==> src/rtl/multi_byte_add_seq_pkg.sv <==
// Shared CPU package: byte width and the sequencer state encoding.
package multi_byte_add_seq_pkg;

    localparam int BYTE_W = 8;

    typedef enum logic [1:0] {
        ST_IDLE = 2'd0,
        ST_RUN  = 2'd1,
        ST_DONE = 2'd2
    } state_t;

endpackage

==> src/rtl/multi_byte_add_seq_if.sv <==
// CPU-side request/response bundle for the multi-byte add sequencer.
interface multi_byte_add_seq_if #(
    parameter int NUM_BYTES = 2
);
    import multi_byte_add_seq_pkg::*;

    localparam int W = BYTE_W * NUM_BYTES;

    logic         start;
    logic         sub;
    logic         cin;
    logic [W-1:0] op_a;
    logic [W-1:0] op_b;
    logic         busy;
    logic         done;
    logic [W-1:0] result;
    logic         carry_out;
    logic         overflow;
    logic         zero;

    // Execute stage issues requests and consumes results.
    modport master (
        output start, sub, cin, op_a, op_b,
        input  busy, done, result, carry_out, overflow, zero
    );

    // Sequencer accepts requests and produces results.
    modport slave (
        input  start, sub, cin, op_a, op_b,
        output busy, done, result, carry_out, overflow, zero
    );

endinterface

==> src/rtl/multi_byte_add_seq.sv <==
// Sequences the shared byte adder over a NUM_BYTES-wide operand, LSB first,
// chaining the carry through a register and producing result and flags.
module multi_byte_add_seq
    import multi_byte_add_seq_pkg::*;
#(
    parameter int NUM_BYTES = 2
) (
    input  logic                   clk,
    input  logic                   reset,
    multi_byte_add_seq_if.slave    bus,
    output logic [BYTE_W-1:0]      add_a,
    output logic [BYTE_W-1:0]      add_b,
    output logic                   add_cin,
    input  logic [BYTE_W-1:0]      add_sum,
    input  logic                   add_cout
);

    localparam int W     = BYTE_W * NUM_BYTES;
    localparam int IDX_W = (NUM_BYTES > 1) ? $clog2(NUM_BYTES) : 1;
    localparam logic [IDX_W-1:0] LAST_IDX = IDX_W'(NUM_BYTES - 1);

    state_t           state;
    state_t           next_state;
    logic [IDX_W-1:0] idx;
    logic [W-1:0]     a_lat;
    logic [W-1:0]     b_lat;
    logic [W-1:0]     result_reg;
    logic [W-1:0]     result_next;
    logic             carry_reg;
    logic             carry_out_reg;
    logic             overflow_reg;
    logic             zero_reg;
    logic             last_byte;
    logic             accept;

    assign last_byte = (idx == LAST_IDX);

    // State register.
    always_ff @(posedge clk) begin
        if (reset) state <= ST_IDLE;
        else       state <= next_state;
    end

    // Next-state logic and adder input steering; adder inputs are parked at 0 unless running.
    always_comb begin
        next_state = state;
        accept     = 1'b0;
        add_a      = '0;
        add_b      = '0;
        add_cin    = 1'b0;
        case (state)
            ST_IDLE: begin
                if (bus.start) begin
                    accept     = 1'b1;
                    next_state = ST_RUN;
                end
            end
            ST_RUN: begin
                add_a   = a_lat[BYTE_W*idx +: BYTE_W];
                add_b   = b_lat[BYTE_W*idx +: BYTE_W];
                add_cin = carry_reg;
                if (last_byte) next_state = ST_DONE;
            end
            ST_DONE: next_state = ST_IDLE;
            default: next_state = ST_IDLE;
        endcase
    end

    // Result as it will look once the current byte's sum is written in.
    always_comb begin
        result_next = result_reg;
        result_next[BYTE_W*idx +: BYTE_W] = add_sum;
    end

    // Operand latching, byte accumulation and flag capture on the final byte so flags line up with done.
    always_ff @(posedge clk) begin
        if (reset) begin
            a_lat         <= '0;
            b_lat         <= '0;
            idx           <= '0;
            carry_reg     <= 1'b0;
            result_reg    <= '0;
            carry_out_reg <= 1'b0;
            overflow_reg  <= 1'b0;
            zero_reg      <= 1'b0;
        end else begin
            case (state)
                ST_IDLE: begin
                    if (accept) begin
                        a_lat      <= bus.op_a;
                        b_lat      <= bus.op_b ^ {W{bus.sub}};
                        carry_reg  <= bus.cin ^ bus.sub;
                        idx        <= '0;
                        result_reg <= '0;
                    end
                end
                ST_RUN: begin
                    result_reg <= result_next;
                    carry_reg  <= add_cout;
                    if (!last_byte) begin
                        idx <= idx + 1'b1;
                    end else begin
                        carry_out_reg <= add_cout;
                        overflow_reg  <= (a_lat[W-1] == b_lat[W-1]) &&
                                         (result_next[W-1] != a_lat[W-1]);
                        zero_reg      <= (result_next == '0);
                    end
                end
                default: ;
            endcase
        end
    end

    assign bus.busy      = (state == ST_RUN);
    assign bus.done      = (state == ST_DONE);
    assign bus.result    = result_reg;
    assign bus.carry_out = carry_out_reg;
    assign bus.overflow  = overflow_reg;
    assign bus.zero      = zero_reg;

endmodule

==> src/flat_wrapper.sv <==
// flat-port wrapper written by rule: the top's interface ports become plain ports
module multi_byte_add_seq_flat import multi_byte_add_seq_pkg::*;
#(
    parameter int NUM_BYTES = 2
)
  (clk, reset, add_a, add_b, add_cin, add_sum, add_cout, bus_start, bus_sub, bus_cin, bus_op_a, bus_op_b, bus_busy, bus_done, bus_result, bus_carry_out, bus_overflow, bus_zero);
  multi_byte_add_seq_if #(.NUM_BYTES(NUM_BYTES)) bus_i ();
  input  logic clk;
  input  logic reset;
  output logic [BYTE_W-1:0] add_a;
  output logic [BYTE_W-1:0] add_b;
  output logic add_cin;
  input  logic [BYTE_W-1:0] add_sum;
  input  logic add_cout;
  input wire logic [$bits(bus_i.start)-1:0] bus_start;
  input wire logic [$bits(bus_i.sub)-1:0] bus_sub;
  input wire logic [$bits(bus_i.cin)-1:0] bus_cin;
  input wire logic [$bits(bus_i.op_a)-1:0] bus_op_a;
  input wire logic [$bits(bus_i.op_b)-1:0] bus_op_b;
  output wire logic [$bits(bus_i.busy)-1:0] bus_busy;
  output wire logic [$bits(bus_i.done)-1:0] bus_done;
  output wire logic [$bits(bus_i.result)-1:0] bus_result;
  output wire logic [$bits(bus_i.carry_out)-1:0] bus_carry_out;
  output wire logic [$bits(bus_i.overflow)-1:0] bus_overflow;
  output wire logic [$bits(bus_i.zero)-1:0] bus_zero;
  assign bus_i.start = bus_start;
  assign bus_i.sub = bus_sub;
  assign bus_i.cin = bus_cin;
  assign bus_i.op_a = bus_op_a;
  assign bus_i.op_b = bus_op_b;
  assign bus_busy = bus_i.busy;
  assign bus_done = bus_i.done;
  assign bus_result = bus_i.result;
  assign bus_carry_out = bus_i.carry_out;
  assign bus_overflow = bus_i.overflow;
  assign bus_zero = bus_i.zero;
  multi_byte_add_seq #(.NUM_BYTES(NUM_BYTES)) u_core (.clk(clk), .reset(reset), .bus(bus_i), .add_a(add_a), .add_b(add_b), .add_cin(add_cin), .add_sum(add_sum), .add_cout(add_cout));
endmodule
==> config.mk <==
export PLATFORM = sky130hd
export DESIGN_NAME = multi_byte_add_seq_flat
export DESIGN_NICKNAME = d
export VERILOG_FILES = /design/src/rtl/multi_byte_add_seq_pkg.sv /design/src/rtl/multi_byte_add_seq_if.sv /design/src/rtl/multi_byte_add_seq.sv /design/src/flat_wrapper.sv
export SDC_FILE = /design/constraint.sdc
export NUM_CORES = 1
export LEC_CHECK = 0
export CAP_MARGIN = 10
export CORE_AREA = 4 4 77 86
export DETAILED_ROUTE_END_ITERATION = 8
export DIE_AREA = 0 0 81 90
export PLACE_DENSITY = 0.75
export SYNTH_ARGS = -nofsm -noshare
export SYNTH_HDL_FRONTEND = slang
export SYNTH_SLANG_ARGS = --single-unit
==> constraint.sdc <==
create_clock -name clk -period 1.5 [get_ports clk]
set_input_delay 0.3 -clock clk [delete_from_list [all_inputs] [get_ports clk]]
set_output_delay 0.3 -clock clk [all_outputs]
set_load 0.01 [all_outputs]
After elaboration in Yosys (flattened, before gate mapping) --
Cells that the tools add are included.
Storage, ports and cells: logic and storage cells 48, input port bits 46, output and inout port bits 38, flip-flop bits (word level) 55
Cells by class: equality and inequality tests 7, shift operators 4, muxes and demuxes 16, reduce and logical (&&, ||, !) cells 8, add/subtract/negate cells 2, bitwise operators 2
Operator list (number):
- negator 4 -> 34 bit | 1
- variable shift 8 x 34 -> 16 bit (first input constant) | 1
- indexed part select 8 x 34 -> 16 bit | 1
- one-hot mux 16 bit (2 select lines) | 1
- indexed part select 16 x 5 -> 8 bit | 2
- bitwise mux 16 bit | 1
- logical NOT 16 bit | 1
- two-way mux 16 bit | 1
- two-way mux 8 bit | 2
- XOR 16 bit | 1
- AND reduction 2 bit | 4
- two-way mux 1 bit | 6
- two-way mux 2 bit | 2
- inequality test 2 x 1 -> 1 bit (second input constant) | 2
- one-hot mux 1 bit (2 select lines) | 2
- one-hot mux 2 bit (2 select lines) | 1
- equality test 2 x 1 -> 1 bit (second input constant) | 1
- equality test 2 bit (second input constant) | 1
- logical NOT 2 bit | 1
- inequality test 2 bit (second input constant) | 1
- nonzero test 2 bit | 1
- adder 1 bit (second input constant) | 1
- equality test 1 bit | 1
- logical AND 1 bit | 1
- 2 further kinds | 2

Logic depth before layout (Yosys ltp) --
Gate-level depths: netlist of run 1.
depth after elaboration 5, gate-level depth with buffers 5, depth with buffers taken out 4

Worst setup path after synthesis of run 1 --
OpenSTA, ideal clock, no wires.
path kind reg-to-output, start register u_core.state[1], end output port add_a[0], arrival 0.992 ns, buffers on the path 2, setup slack 0.208 ns, data required time 1.200 ns, stages on the path, launching flop included 5, cells stage by stage dfxtp_1 nand2b_1 buf_2 buf_2 nor2_1
Between the ends: word-level cells in the longest chain between the ends 2
Ends and longest elaborated chain:
- start, declared | line multi_byte_add_seq.sv:22 | state_t state;
- start signal, assigned | line multi_byte_add_seq.sv:41 | else state <= next_state;
- equality test 2 x 1 -> 1 bit | line multi_byte_add_seq.sv:51 | case (state)
- two-way mux 8 bit | line multi_byte_add_seq.sv:51
- end, declared | line flat_wrapper.sv:10 | output logic [BYTE_W-1:0] add_a;
Every way passes these cells.

Worst setup path after layout of run 1 --
start register u_core.idx, end output port add_b[5]
Between the ends: word-level cells in the longest chain between the ends 2
Ends and longest elaborated chain:
- start, declared | line multi_byte_add_seq.sv:24 | logic [IDX_W-1:0] idx;
- start signal, assigned | line multi_byte_add_seq.sv:101 | idx <= idx + 1'b1;
- indexed part select 16 x 5 -> 8 bit | line multi_byte_add_seq.sv:60 | add_b = b_lat[BYTE_W*idx +: BYTE_W];
- two-way mux 8 bit | line multi_byte_add_seq.sv:51
- end, declared | line flat_wrapper.sv:11 | output logic [BYTE_W-1:0] add_b;
Every way passes these cells.

==> impl_metrics.tcl, run 1 <==
set metrics [dict create \
    grt_util_met3 0.0470 \
    seqCellArea_um2 1110 \
    crit_chain "buf_6 > buf_12 > mux2i_1 > nor2_1 > buf_2" \
    drc 0 \
    finalPower_mw 3.20 \
    grt_pass1_wl_um 10600 \
    syn_avg_cell_area_um2 8.49 \
    rows 29 \
    setup_slack_ns -0.0786 \
    start_util 0.437 \
    core-area_um2 5730 \
    met2_usage 0.305 \
    grt.busiest_layer "met2" \
    multi_input_area_um2 1310 \
    globalRouteTotalUtil 0.179 \
    yosysUniqueCellTypes 32 \
    die_w_um 81 \
    die_area_um2 7290 \
    vdd_ir_drop_max_mv 0.479 \
    fin_nets 439 \
    ant_nets 0 \
    layout_common_cells "nand2_1 (50), dfxtp_1 (50), clkdlybuf4s50_1 (45), nor2_1 (35), a21oi_1 (34)" \
    final-setup-viol-count 14 \
    numPlacedInstances 460 \
    route.detailed.wl_per_inst_um 13.7 \
    min_period_ns 1.58 \
    pre_cts_slack_ns -0.210 \
    cap_violations 0 \
    hp-class "in2reg" \
    hold_buffers 0 \
    dr.pass1.iters 4 \
    syn-instance-count 295 \
    grt_max_degree 39 \
    required_ns 1.20 \
    hpwl_um 4790 \
    fmax_ghz 0.633 \
    synth_ff_type "dfxtp_1" \
    root_buffer "clkbuf_8" \
    place_congestion 0.753 \
    worst-slew-pin-transition_ns 0.301 \
    cpPeakStageDelay_ns 0.37 \
    seq_area_frac_synth 0.440 \
    cp_slowest_cell "dfxtp_4" \
    worstPathMaxFanout 4 \
    antenna_found_initial 0 \
    rsz0062_at_grt "true" \
    routed_wl_um 6450 \
    async_flop_share 0 \
    drt_iter0_drc 116 \
    yosys-top-cells-area "dfxtp_1 (44%), nand2_1 (7.5%), a21oi_1 (6.8%)" \
    synth_edf_count 0 \
    synth.ff_latch_count 55 \
    p_leak_nw 1.47 \
    period_share 1.05 \
    die_h_um 90 \
    io_pins 84 \
    cts_tree "done" \
    hold_viol 0 \
    place_area_um2 3530 \
    fin_util 0.638 \
    fin_tns_setup_ns -0.411 \
    cts_buffer_depth 2 \
    cts-htree-levels 2 \
    grt_pass1_vias 2331 \
    gr-usage-met1 0.208 \
    power.density_nw_per_um2 874 \
    synth_area_leader_cell "dfxtp_1" \
    outcome "complete, but fails checks" \
    holdWs_ns 0.331 \
    num_vias 2366 \
    critPathLaunchType "flop" \
    insertion_delay_ns 0.30 \
    drive_above_1_share 0.228 \
    antenna_cells 0 \
    cts.sinks 55 \
    fin_area_um2 3660 \
    instances_no_fill 471 \
    violations "negative setup slack" \
    synth_area_um2 2500 \
    place.port_buffers 83 \
    via_per_inst 5.02 \
    synth_warnings 0 \
    cts_made_buffers 5 \
    slew_headroom 0.799 \
    synth_top_area_share 0.440 \
    area_growth_pct 46.0 \
    critPathKind "reg2out" \
    grt_remaining_overflow 0 \
    worstPathArrival_ns 1.28 \
    drv_slew 0 \
    fillers 548 \
    synth_nets 341 \
    fin_skew_ns 0.00738 \
    worst_setup_path_end_kind "output pin" \
    cts.clk_slew.worst_paths_ns 0.09 \
]
[layout make-up]
| cell class | count | area share |
|---|---|---|
| timing repair buffer | 116 | 0.282 |
| multi-input combinational | 213 | 0.358 |
| tap | 77 | 0.0263 |
| clock buffer | 8 | 0.0274 |
| inverter | 2 | 0.00274 |
| sequential | 55 | 0.303 |
[kinds of logic (layout without fill, tap and decap cells)]
logic type | Yosys count | count (layout) | share of synthesized area
AOI/OAI and AO/OA | 57 | 57 | 0.137
and+or+nand+nor | 123 | 123 | 0.239
DFF | 55 | 55 | 0.440
buffers and inverters | 27 | 126 | 0.0604
muxes | 16 | 16 | 0.0639
xor gates and xnor gates | 17 | 17 | 0.0594
[worst max-delay path, delay by kind of cell (launching register included)]
kind / cells / cell delay (ns)
muxes: 1 / 0.10
DFF: 1 / 0.37
and+or+nand+nor: 1 / 0.11
buffers and inverters: 3 / 0.39
[metal layers]
metal | part of all wire | vias up | wire length (um)
met5 | 0 | - | 0
li1 | - | 1198 | -
met2 | 0.51 | 67 | 3300
met3 | 0.059 | 14 | 380
met1 | 0.41 | 1087 | 2630
met4 | 0.022 | 0 | 140
[final timing paths]
check | startpoint | end | slack (ns) | depth (start not counted)
max | u_core.idx | add_b[5] | -0.08 | 5
max reg2reg | u_core.idx | u_core.bus.result[2] | 0.06 | 5
min reg2reg | u_core.bus.carry_out | u_core.bus.carry_out | 0.46 | 2
min | reset | u_core.bus.zero | 0.33 | 3
[power by group]
group	internal, mW	switching [mW]	leakage [nW]
clock	0.422	0.444	0.0515
sequential	1.55	0.0608	0.453
combinational	0.379	0.336	0.961
total	2.36	0.841	1.47
[synthesized netlist by cell type, types with 3 or more instances]
cell      count
nand3_2      10
dfxtp_1      55
nor4_1        3
clkbuf_1      6
nor2_1       38
a211oi_1     16
a21oi_1      34
buf_6         3
nor3_1        3
buf_2        13
xnor2_1      16
mux2i_1      16
nand2_1      50
nand3_1       7
[repair_timing]
action | CTS | global route
setup endpoints to repair | 43 | 21
setup buffers | 2 | 1
hold endpoints to repair | 0 | 0
cloned | 0 | 0
gates resized for setup | 107 | 18
pin swaps | 0 | 0
(Power assumes the default switching activity.)
==> run 2, diff against run 1 <==
- CTS_CLUSTER_SIZE: not set -> 14
==> results of run 2 <==
The final DEF is identical to that of run 1; final timing and power are the same.
